==> config.mk <==
export PLATFORM = sky130hd
export DESIGN_NAME = decode_stage_flat
export DESIGN_NICKNAME = d
export VERILOG_FILES = /design/src/rtl/decode_pkg.sv /design/src/rtl/decode_stage_if.sv /design/src/rtl/ctrl_decode.sv /design/src/rtl/decode_stage.sv /design/src/flat_wrapper.sv
export SDC_FILE = /design/constraint.sdc
export NUM_CORES = 1
export LEC_CHECK = 0
export ABC_AREA = 1
export BUFFER_PORTS_ARGS = -buffer_cell sky130_fd_sc_hd__buf_2
export CORE_MARGIN = 2
export CORE_UTILIZATION = 30
export DETAILED_ROUTE_END_ITERATION = 16
export REMOVE_ABC_BUFFERS = 1
export SLEW_MARGIN = 25
export SYNTH_ARGS = -nofsm -noshare
export SYNTH_HDL_FRONTEND = slang
export SYNTH_SLANG_ARGS = --single-unit
==> constraint.sdc <==
create_clock -name clk -period 5.34 [get_ports clk]
set_input_delay 0 -clock clk [delete_from_list [all_inputs] [get_ports clk]]
set_output_delay 0 -clock clk [all_outputs]
set_load 0.05 [all_outputs]
==> src/rtl/decode_pkg.sv <==
// decode_pkg: shared types and encodings for the RV32I decode stage.
// Holds the control bundle struct, the opcode map and the ImmSrc /
// LoadSize / MemWrite field encodings used by ctrl_decode and its users.
package decode_pkg;

  typedef struct packed {
    logic       reg_write;
    logic [2:0] imm_src;
    logic [1:0] alua_src;
    logic       alub_src;
    logic [1:0] mem_write;
    logic [1:0] result_src;
    logic       branch;
    logic [1:0] alu_op;
    logic       jump;
    logic [2:0] load_size;
    logic       pc_target_alu_src;
    logic       mul_div;
  } ctrl_t;

  localparam logic [6:0] OP_LOAD   = 7'b0000011;
  localparam logic [6:0] OP_STORE  = 7'b0100011;
  localparam logic [6:0] OP_R      = 7'b0110011;
  localparam logic [6:0] OP_BRANCH = 7'b1100011;
  localparam logic [6:0] OP_IMM    = 7'b0010011;
  localparam logic [6:0] OP_JAL    = 7'b1101111;
  localparam logic [6:0] OP_LUI    = 7'b0110111;
  localparam logic [6:0] OP_AUIPC  = 7'b0010111;
  localparam logic [6:0] OP_JALR   = 7'b1100111;

  localparam logic [2:0] IMM_I     = 3'b000;
  localparam logic [2:0] IMM_S     = 3'b001;
  localparam logic [2:0] IMM_B     = 3'b010;
  localparam logic [2:0] IMM_J     = 3'b011;
  localparam logic [2:0] IMM_ISHFT = 3'b100;
  localparam logic [2:0] IMM_U     = 3'b101;

  localparam logic [2:0] LS_W  = 3'b000;
  localparam logic [2:0] LS_B  = 3'b001;
  localparam logic [2:0] LS_BU = 3'b010;
  localparam logic [2:0] LS_H  = 3'b011;
  localparam logic [2:0] LS_HU = 3'b100;

  localparam logic [1:0] MW_NONE = 2'b00;
  localparam logic [1:0] MW_SW   = 2'b01;
  localparam logic [1:0] MW_SH   = 2'b10;
  localparam logic [1:0] MW_SB   = 2'b11;

  localparam logic [6:0] F7_MULDIV = 7'b0000001;

endpackage

==> src/rtl/decode_stage_if.sv <==
// decode_stage_if: fetch-side and execute-side handshake bundle of the
// decode stage. The slave modport is the decode stage itself; the master
// modport is the surrounding pipeline (fetch driver + execute consumer).
interface decode_stage_if #(
  parameter int XLEN = 32
);
  import decode_pkg::*;

  logic            in_valid;
  logic            in_ready;
  logic [31:0]     in_instr;
  logic [XLEN-1:0] in_pc;

  logic            out_valid;
  logic            out_ready;
  ctrl_t           out_ctrl;
  logic [4:0]      out_rd;
  logic [4:0]      out_rs1;
  logic [4:0]      out_rs2;
  logic [2:0]      out_funct3;
  logic            out_funct7b5;
  logic [31:0]     out_instr;
  logic [XLEN-1:0] out_pc;
  logic            out_illegal;

  modport master (
    output in_valid, in_instr, in_pc, out_ready,
    input  in_ready, out_valid, out_ctrl, out_rd, out_rs1, out_rs2,
           out_funct3, out_funct7b5, out_instr, out_pc, out_illegal
  );

  modport slave (
    input  in_valid, in_instr, in_pc, out_ready,
    output in_ready, out_valid, out_ctrl, out_rd, out_rs1, out_rs2,
           out_funct3, out_funct7b5, out_instr, out_pc, out_illegal
  );

endinterface

==> src/rtl/ctrl_decode.sv <==
// ctrl_decode: combinational RV32I main decoder, instruction word to
// control bundle plus illegal flag. Macro RV32M_EN enables decoding of
// the M extension (R-type funct7=0000001 sets mul_div); without it those
// encodings are reported illegal.
module ctrl_decode
  import decode_pkg::*;
(
  input  logic [31:0] instr,
  output ctrl_t       ctrl,
  output logic        illegal
);

  logic [6:0] opcode;
  logic [2:0] funct3;
  logic [6:0] funct7;

  assign opcode = instr[6:0];
  assign funct3 = instr[14:12];
  assign funct7 = instr[31:25];

  // Opcode/funct3 to control fields; an illegal word forces all controls to 0
  always_comb begin
    ctrl    = '0;
    illegal = 1'b0;
    if (instr == 32'h0000_0000) begin
      illegal = 1'b0;
    end else if (instr[1:0] != 2'b11) begin
      illegal = 1'b1;
    end else begin
      case (opcode)
        OP_LOAD: begin
          ctrl.reg_write  = 1'b1;
          ctrl.alub_src   = 1'b1;
          ctrl.result_src = 2'b01;
          case (funct3)
            3'b000:  ctrl.load_size = LS_B;
            3'b001:  ctrl.load_size = LS_H;
            3'b010:  ctrl.load_size = LS_W;
            3'b100:  ctrl.load_size = LS_BU;
            3'b101:  ctrl.load_size = LS_HU;
            default: illegal = 1'b1;
          endcase
        end
        OP_STORE: begin
          ctrl.imm_src  = IMM_S;
          ctrl.alub_src = 1'b1;
          case (funct3)
            3'b000:  ctrl.mem_write = MW_SB;
            3'b001:  ctrl.mem_write = MW_SH;
            3'b010:  ctrl.mem_write = MW_SW;
            default: illegal = 1'b1;
          endcase
        end
        OP_R: begin
          ctrl.reg_write = 1'b1;
          ctrl.alu_op    = 2'b10;
`ifdef RV32M_EN
          if (funct7 == F7_MULDIV) ctrl.mul_div = 1'b1;
`else
          if (funct7 == F7_MULDIV) illegal = 1'b1;
`endif
        end
        OP_BRANCH: begin
          ctrl.imm_src = IMM_B;
          ctrl.branch  = 1'b1;
          ctrl.alu_op  = 2'b01;
        end
        OP_IMM: begin
          ctrl.reg_write = 1'b1;
          ctrl.alub_src  = 1'b1;
          ctrl.alu_op    = 2'b10;
          ctrl.imm_src   = (funct3 == 3'b001 || funct3 == 3'b101) ? IMM_ISHFT : IMM_I;
        end
        OP_JAL: begin
          ctrl.reg_write  = 1'b1;
          ctrl.imm_src    = IMM_J;
          ctrl.result_src = 2'b10;
          ctrl.jump       = 1'b1;
        end
        OP_LUI: begin
          ctrl.reg_write = 1'b1;
          ctrl.imm_src   = IMM_U;
          ctrl.alua_src  = 2'b01;
          ctrl.alub_src  = 1'b1;
        end
        OP_AUIPC: begin
          ctrl.reg_write = 1'b1;
          ctrl.imm_src   = IMM_U;
          ctrl.alua_src  = 2'b10;
          ctrl.alub_src  = 1'b1;
        end
        OP_JALR: begin
          ctrl.reg_write         = 1'b1;
          ctrl.alub_src          = 1'b1;
          ctrl.result_src        = 2'b10;
          ctrl.jump              = 1'b1;
          ctrl.pc_target_alu_src = 1'b1;
        end
        default: illegal = 1'b1;
      endcase
    end
    if (illegal) ctrl = '0;
  end

endmodule

==> src/rtl/decode_stage.sv <==
// decode_stage: registered RV32I decode stage. Instructions are decoded on
// entry (ctrl_decode) and stored with their PC in a circular output buffer
// of BUF_DEPTH entries, decoupling fetch from execute. Optional macro
// RV32M_EN (consumed by ctrl_decode) enables M-extension decoding.
module decode_stage
  import decode_pkg::*;
#(
  parameter int XLEN      = 32,
  parameter int BUF_DEPTH = 2
) (
  input logic           clk,
  input logic           reset,
  input logic           flush,
  decode_stage_if.slave bus
);

  localparam int PTR_W = (BUF_DEPTH > 1) ? $clog2(BUF_DEPTH) : 1;
  localparam int CNT_W = $clog2(BUF_DEPTH) + 1;

  // Entry side: decode result of the presented instruction
  ctrl_t ctrl_p0;
  logic  illegal_p0;

  ctrl_decode u_ctrl_decode (
    .instr   (bus.in_instr),
    .ctrl    (ctrl_p0),
    .illegal (illegal_p0)
  );

  // Buffer storage and bookkeeping
  ctrl_t           ctrl_mem  [BUF_DEPTH];
  logic            ill_mem   [BUF_DEPTH];
  logic [31:0]     instr_mem [BUF_DEPTH];
  logic [XLEN-1:0] pc_mem    [BUF_DEPTH];

  logic [PTR_W-1:0] head;
  logic [PTR_W-1:0] tail;
  logic [CNT_W-1:0] count;
  logic             vld_p1;
  logic             push;
  logic             pop;

  // Last head entry shown while the buffer is empty
  ctrl_t           hold_ctrl;
  logic            hold_ill;
  logic [31:0]     hold_instr;
  logic [XLEN-1:0] hold_pc;

  ctrl_t           head_ctrl;
  logic            head_ill;
  logic [31:0]     head_instr;
  logic [XLEN-1:0] head_pc;

  function automatic logic [PTR_W-1:0] ptr_inc(input logic [PTR_W-1:0] p);
    return (p == PTR_W'(BUF_DEPTH - 1)) ? '0 : p + 1'b1;
  endfunction

  assign vld_p1       = (count != '0);
  assign bus.in_ready = (count < CNT_W'(BUF_DEPTH));
  assign push         = bus.in_valid && bus.in_ready;
  assign pop          = vld_p1 && bus.out_ready;

  // Pointer and occupancy update: reset > flush > push/pop
  always_ff @(posedge clk) begin
    if (reset || flush) begin
      head  <= '0;
      tail  <= '0;
      count <= '0;
    end else begin
      if (push) tail <= ptr_inc(tail);
      if (pop)  head <= ptr_inc(head);
      case ({push, pop})
        2'b10:   count <= count + 1'b1;
        2'b01:   count <= count - 1'b1;
        default: count <= count;
      endcase
    end
  end

  // Entry write at the tail; a push coinciding with flush is dropped
  always_ff @(posedge clk) begin
    if (reset) begin
      for (int i = 0; i < BUF_DEPTH; i++) begin
        ctrl_mem[i]  <= '0;
        ill_mem[i]   <= 1'b0;
        instr_mem[i] <= '0;
        pc_mem[i]    <= '0;
      end
    end else if (push && !flush) begin
      ctrl_mem[tail]  <= ctrl_p0;
      ill_mem[tail]   <= illegal_p0;
      instr_mem[tail] <= bus.in_instr;
      pc_mem[tail]    <= bus.in_pc;
    end
  end

  assign head_ctrl  = ctrl_mem[head];
  assign head_ill   = ill_mem[head];
  assign head_instr = instr_mem[head];
  assign head_pc    = pc_mem[head];

  // Track the currently presented entry so outputs freeze once it drains
  always_ff @(posedge clk) begin
    if (reset) begin
      hold_ctrl  <= '0;
      hold_ill   <= 1'b0;
      hold_instr <= '0;
      hold_pc    <= '0;
    end else if (vld_p1) begin
      hold_ctrl  <= head_ctrl;
      hold_ill   <= head_ill;
      hold_instr <= head_instr;
      hold_pc    <= head_pc;
    end
  end

  // Head entry out
  logic [31:0] out_word;

  assign out_word         = vld_p1 ? head_instr : hold_instr;
  assign bus.out_valid    = vld_p1;
  assign bus.out_ctrl     = vld_p1 ? head_ctrl : hold_ctrl;
  assign bus.out_illegal  = vld_p1 ? head_ill  : hold_ill;
  assign bus.out_pc       = vld_p1 ? head_pc   : hold_pc;
  assign bus.out_instr    = out_word;
  assign bus.out_rd       = out_word[11:7];
  assign bus.out_rs1      = out_word[19:15];
  assign bus.out_rs2      = out_word[24:20];
  assign bus.out_funct3   = out_word[14:12];
  assign bus.out_funct7b5 = out_word[30];

endmodule

==> src/flat_wrapper.sv <==
// flat-port wrapper written by rule: the top's interface ports become plain ports
module decode_stage_flat import decode_pkg::*;
#(
  parameter int XLEN      = 32,
  parameter int BUF_DEPTH = 2
)
  (clk, reset, flush, bus_in_valid, bus_in_instr, bus_in_pc, bus_out_ready, bus_in_ready, bus_out_valid, bus_out_ctrl, bus_out_rd, bus_out_rs1, bus_out_rs2, bus_out_funct3, bus_out_funct7b5, bus_out_instr, bus_out_pc, bus_out_illegal);
  decode_stage_if #(.XLEN(XLEN)) bus_i ();
  input logic clk;
  input logic reset;
  input logic flush;
  input wire logic [$bits(bus_i.in_valid)-1:0] bus_in_valid;
  input wire logic [$bits(bus_i.in_instr)-1:0] bus_in_instr;
  input wire logic [$bits(bus_i.in_pc)-1:0] bus_in_pc;
  input wire logic [$bits(bus_i.out_ready)-1:0] bus_out_ready;
  output wire logic [$bits(bus_i.in_ready)-1:0] bus_in_ready;
  output wire logic [$bits(bus_i.out_valid)-1:0] bus_out_valid;
  output wire logic [$bits(bus_i.out_ctrl)-1:0] bus_out_ctrl;
  output wire logic [$bits(bus_i.out_rd)-1:0] bus_out_rd;
  output wire logic [$bits(bus_i.out_rs1)-1:0] bus_out_rs1;
  output wire logic [$bits(bus_i.out_rs2)-1:0] bus_out_rs2;
  output wire logic [$bits(bus_i.out_funct3)-1:0] bus_out_funct3;
  output wire logic [$bits(bus_i.out_funct7b5)-1:0] bus_out_funct7b5;
  output wire logic [$bits(bus_i.out_instr)-1:0] bus_out_instr;
  output wire logic [$bits(bus_i.out_pc)-1:0] bus_out_pc;
  output wire logic [$bits(bus_i.out_illegal)-1:0] bus_out_illegal;
  assign bus_i.in_valid = bus_in_valid;
  assign bus_i.in_instr = bus_in_instr;
  assign bus_i.in_pc = bus_in_pc;
  assign bus_i.out_ready = bus_out_ready;
  assign bus_in_ready = bus_i.in_ready;
  assign bus_out_valid = bus_i.out_valid;
  assign bus_out_ctrl = bus_i.out_ctrl;
  assign bus_out_rd = bus_i.out_rd;
  assign bus_out_rs1 = bus_i.out_rs1;
  assign bus_out_rs2 = bus_i.out_rs2;
  assign bus_out_funct3 = bus_i.out_funct3;
  assign bus_out_funct7b5 = bus_i.out_funct7b5;
  assign bus_out_instr = bus_i.out_instr;
  assign bus_out_pc = bus_i.out_pc;
  assign bus_out_illegal = bus_i.out_illegal;
  decode_stage #(.XLEN(XLEN), .BUF_DEPTH(BUF_DEPTH)) u_core (.clk(clk), .reset(reset), .flush(flush), .bus(bus_i));
endmodule
==> summary.md <==
| Metric | Value |
|---|---|
| Outcome | `finished clean` |
| Overall power | `around 5.2 mW` |
| Detail Placement HPWL | `16.4 mm` |
| Share of async-settable or async-resettable flops after synthesis | `0%` |
| Most frequent cell after synthesis | `nor2_1` |
| Setup Skew | `approximately 0.0093 ns` |
| Gpl congestion | `a little under 0.8` |
| Port Buffer Count | `174` |
| GRT Util Overall | `15.0%` |
| Final critical-path share of the clock period | `59.5%` |
| CP top delay family | `buffers and inverters` |
| Final-report setup violation count | `0` |
| Int Power | `~3.6 mW` |
| Leakage | `just under 6 nW` |
| R2R Path Start | `u_core.count[1]` |
| Synth Area in Adders | `0.118%` |
| Ranking of synthesized cells by area | `edfxtp_1 46%, dfxtp_1 17%, nor2_1 9.2%` |
| Synthesized cell area | `around 11000 sq um` |
| Mux contribution to synthesized area | `0%` |
| Starting density of the core | `just over 30%` |
| Post-synth top flop | `edfxtp_1` |
| Critical path class | `reg -> reg` |
| Site Rows | `68` |
| Hold Vio Cnt, Final | `0` |
| Nets@finish | `~1.4k` |
| Actual slew at the worst max-slew pin | `1.01 ns` |
| Compound-Gate Fraction of Synth Area | `roughly 8.7%` |
| Worst path cell trace | `inv_2 -> nand2_2 -> nor3_4 -> clkinv_2 -> nand2_4 -> buf_4` |
| Synthesis-stage register bit count | `~250` |
| Max stage delay on crit path | `between 0.7 and 0.8 ns` |
| Antenna viol nets, final | `0` |
| CP Capture Type | `register` |
| Mapped Cells | `1097` |
| Logic pwr share | `between 10% and 20%` |
| Sequential power share | `between 40 and 50%` |
| Vias in the first global route | `slightly above 8k` |
| R2r setup slk | `2.16 ns` |
| First-pass GRT wire length | `43.6 mm` |
| Post-synth EDFFs | `between 150 and 200` |
| P per Cell Area | `between 300 and 400 nW/um^2` |
| Largest net degree at the start of global routing | `between 80 and 90` |
| Crit path required time | `about 5.5 ns` |
| CTS Buf Count | `28` |
| DRC | `0` |
| Detailed-route via count | `between 8k and 9k` |
| DRT Wirelength | `28.0 mm` |
| CORE AREA | `approximately 35000 sq um` |
| Setup Buffers After CTS | `0` |
| Die width | `192 um` |
| Area occupied by multi-input gates | `~3200 sq um` |
| P&R area growth vs syn | `25.5%` |
| Clock-pin slew on the worst setup and hold paths | `0.06 ns` |
| NetSw | `1.56 mW` |
| Die footprint | `approximately 37000 sq um` |
| CTS Root Cell | `clkbuf_16` |
| CTS Sinks | `between 200 and 300` |
| Area leader, netlist | `edfxtp_1` |
| Top post-synthesis cells by count | `261 x nor2_1, 168 x a21oi_1, 164 x edfxtp_1` |
| Startpoint types | `register` |
| Pre-Repair DR Iteration Count | `4` |
| Clock Power Share | `37.8%` |
| Worst hold path class | `in -> reg` |
| Final std cells w/o fill | `~1.8k` |
| Main combinational cell family by area after synthesis | `simple AND/OR/NAND/NOR gates` |
| Hold path depth | `3` |
| CP Max Fanout | `between 40 and 50` |
| VDD IR-drop max | `297 uV` |
| Sw Ratio | `between 30% and 40%` |
| Max transition margin | `between 30% and 40%` |
| Max Cap Viol | `0` |
| Worst Hold Launch | `reset` |
| YS warnings | `0` |
| Buffer and inverter count on the worst path | `3` |
| XOR/XNOR share of the synthesized area | `less than 1%` |
| Routed length per instance | `approximately 16 um` |
| Fraction of layout cells with a size suffix above 1 | `between 10% and 20%` |
| Sequential share of the synthesized area | `63.3%` |
| Synth Area in Simple Gates | `20.6%` |
| CP arrival | `around 3.4 ns` |
| Reg-to-reg endpoint | `u_core.instr_mem[1][9]` |
| Gr ovfl total | `0` |
| Setup_tns | `0 ns` |
| WP depth | `6` |
| Yosys cell types | `29` |
| Max Freq | `314 MHz` |
| Post-synthesis average cell area | `slightly below 10 sq um` |
| Final Max Slew Viols | `0` |
| Unrepaired setup endpoints after global routing | `false` |
| Cells after DPL | `1657` |
| CTS tree | `done` |
| Via density | `~4.5` |
| Io pins | `175` |
| Slowest stage cell, crit path | `nand2_4` |
| Initial antenna violation count | `0` |
| Register area | `roughly 6700 sq um` |
| Final min period | `3.18 ns` |
| Clock Latency Late Sink | `0.54 ns` |
| Post-synth top area share | `between 40% and 50%` |
| Core Util, Final | `approximately two fifths` |
| Hold_ws | `approximately 0.27 ns` |
| H-tree lvl count | `1` |
| Die Span Y | `between 150 and 200 um` |
| Register-to-Register Path Depth | `6` |
| Hold Path End | `u_core.hold_ctrl[10]` |
| Initial DRC count | `about 440` |
| Clock Tree Buf Depth | `3` |
| Fill cells | `between 3k and 4k` |
==> power groups by stage <==
stage	clock, mW	combinational [mW]	sequential [mW]
after floorplan	0	0.704	2.28
after global placement	0	0.963	2.28
after detailed placement	0	0.970	2.28
after CTS	2.02	1.01	2.24
after global routing	2.09	1.07	2.25
final	1.97	0.998	2.24
==> worst register-to-register path, stage by stage, from the launching register on <==
cell and delay [ns]:
dfxtp_1 0.38, inv_2 0.09, nand2_2 0.11, nor3_4 0.23, clkinv_2 0.57, nand2_4 0.77
buf_4 0.63
==> sequential cells by signal (all words and copies together), names as in the netlist, 2 cells and up, named ones only <==
register and count:
u_core.hold_ctrl 20, u_core.hold_pc 32, u_core.instr_mem 64, u_core.count 2, u_core.hold_instr 32, u_core.ctrl_mem 34, u_core.pc_mem 64, u_core.ill_mem 2
==> layout by cell type (no fill, tap or decap) <==
| master | n |
|---|---|
| clkbuf_16 | 29 |
| bufinv_16 | 3 |
| buf_2 | 174 |
| nor2_4 | 2 |
| buf_4 | 8 |
| nor2_2 | 5 |
| nor3_1 | 9 |
| and2_1 | 81 |
| nor3_4 | 2 |
| clkinv_1 | 8 |
| clkbuf_8 | 5 |
| nand3_1 | 8 |
| a21oi_2 | 3 |
| nand2_4 | 2 |
| o21ai_0 | 6 |
| ha_1 | 1 |
| inv_1 | 71 |
| clkinv_2 | 5 |
| dfxtp_4 | 1 |
| dlygate4sd3_1 | 68 |
| nand2_1 | 119 |
| dfxtp_1 | 89 |
| nand3_2 | 1 |
| nand4_1 | 4 |
| o21ai_2 | 2 |
| nand2_2 | 3 |
| o211ai_1 | 1 |
| edfxtp_1 | 164 |
| nor2_1 | 261 |
| buf_6 | 1 |
| a21oi_1 | 168 |
| xnor2_1 | 2 |
| nand4_2 | 2 |
| diode_2 | 1 |
| clkbuf_1 | 5 |
| inv_2 | 8 |
==> per-stage QoR <==
step                      cell area (sq um)  setup WS (ns)
after CTS                             13300           2.08
after detailed placement              11700           2.10
after global routing                  13300           1.88
final                                 13300           2.16
after floorplan                       10200           1.43
after global placement                11700           2.19
==> layout make-up <==
| type | instances | share of cell area (%) |
|---|---|---|
| clock inverters | 12 | 0.938 |
| inverters | 83 | 2.37 |
| multi-input cells | 682 | 23.7 |
| diodes | 1 | 0.0188 |
| flip-flops and latches | 254 | 50.5 |
| well taps | 455 | 4.27 |
| repair buffers | 251 | 12.2 |
| clock buffers | 39 | 6.10 |
==> layer usage <==
layer	vias to the layer above	track usage (%)	part of all wire (%)
met5	-	0	0
met4	0	3.38	1.9
met3	37	2.36	5.7
met2	231	25.0	46
met1	3785	20.4	47
li1	3961	-	-
==> worst max path at each step <==
stage                    startpoint                       to  slack (ns)
finish              u_core.count[1]   u_core.instr_mem[1][9]        2.16
global route        u_core.count[1]  u_core.instr_mem[1][11]        1.88
CTS                 u_core.count[1]   u_core.instr_mem[1][9]        2.08
detailed placement  u_core.count[1]     u_core.pc_mem[1][20]        2.10
global placement    u_core.count[1]     u_core.pc_mem[1][12]        2.19
floorplan           u_core.count[1]   u_core.ctrl_mem[0][10]        1.43
==> cells by family (layout without fill, tap and decap cells) <==
family,Yosys count,count (layout)
adders and majority gates,1,1
and+or+nand+nor,499,499
xor gates and xnor gates,2,2
AOI/OAI and AO/OA,180,180
DFF,254,254
other,0,1
buffers and inverters,161,385
==> what timing repair did <==
item,CTS,global route
endpoints found under the hold margin,148,0
resized for setup,0,0
hold buffers,68,0
(Power assumes the default switching activity.)
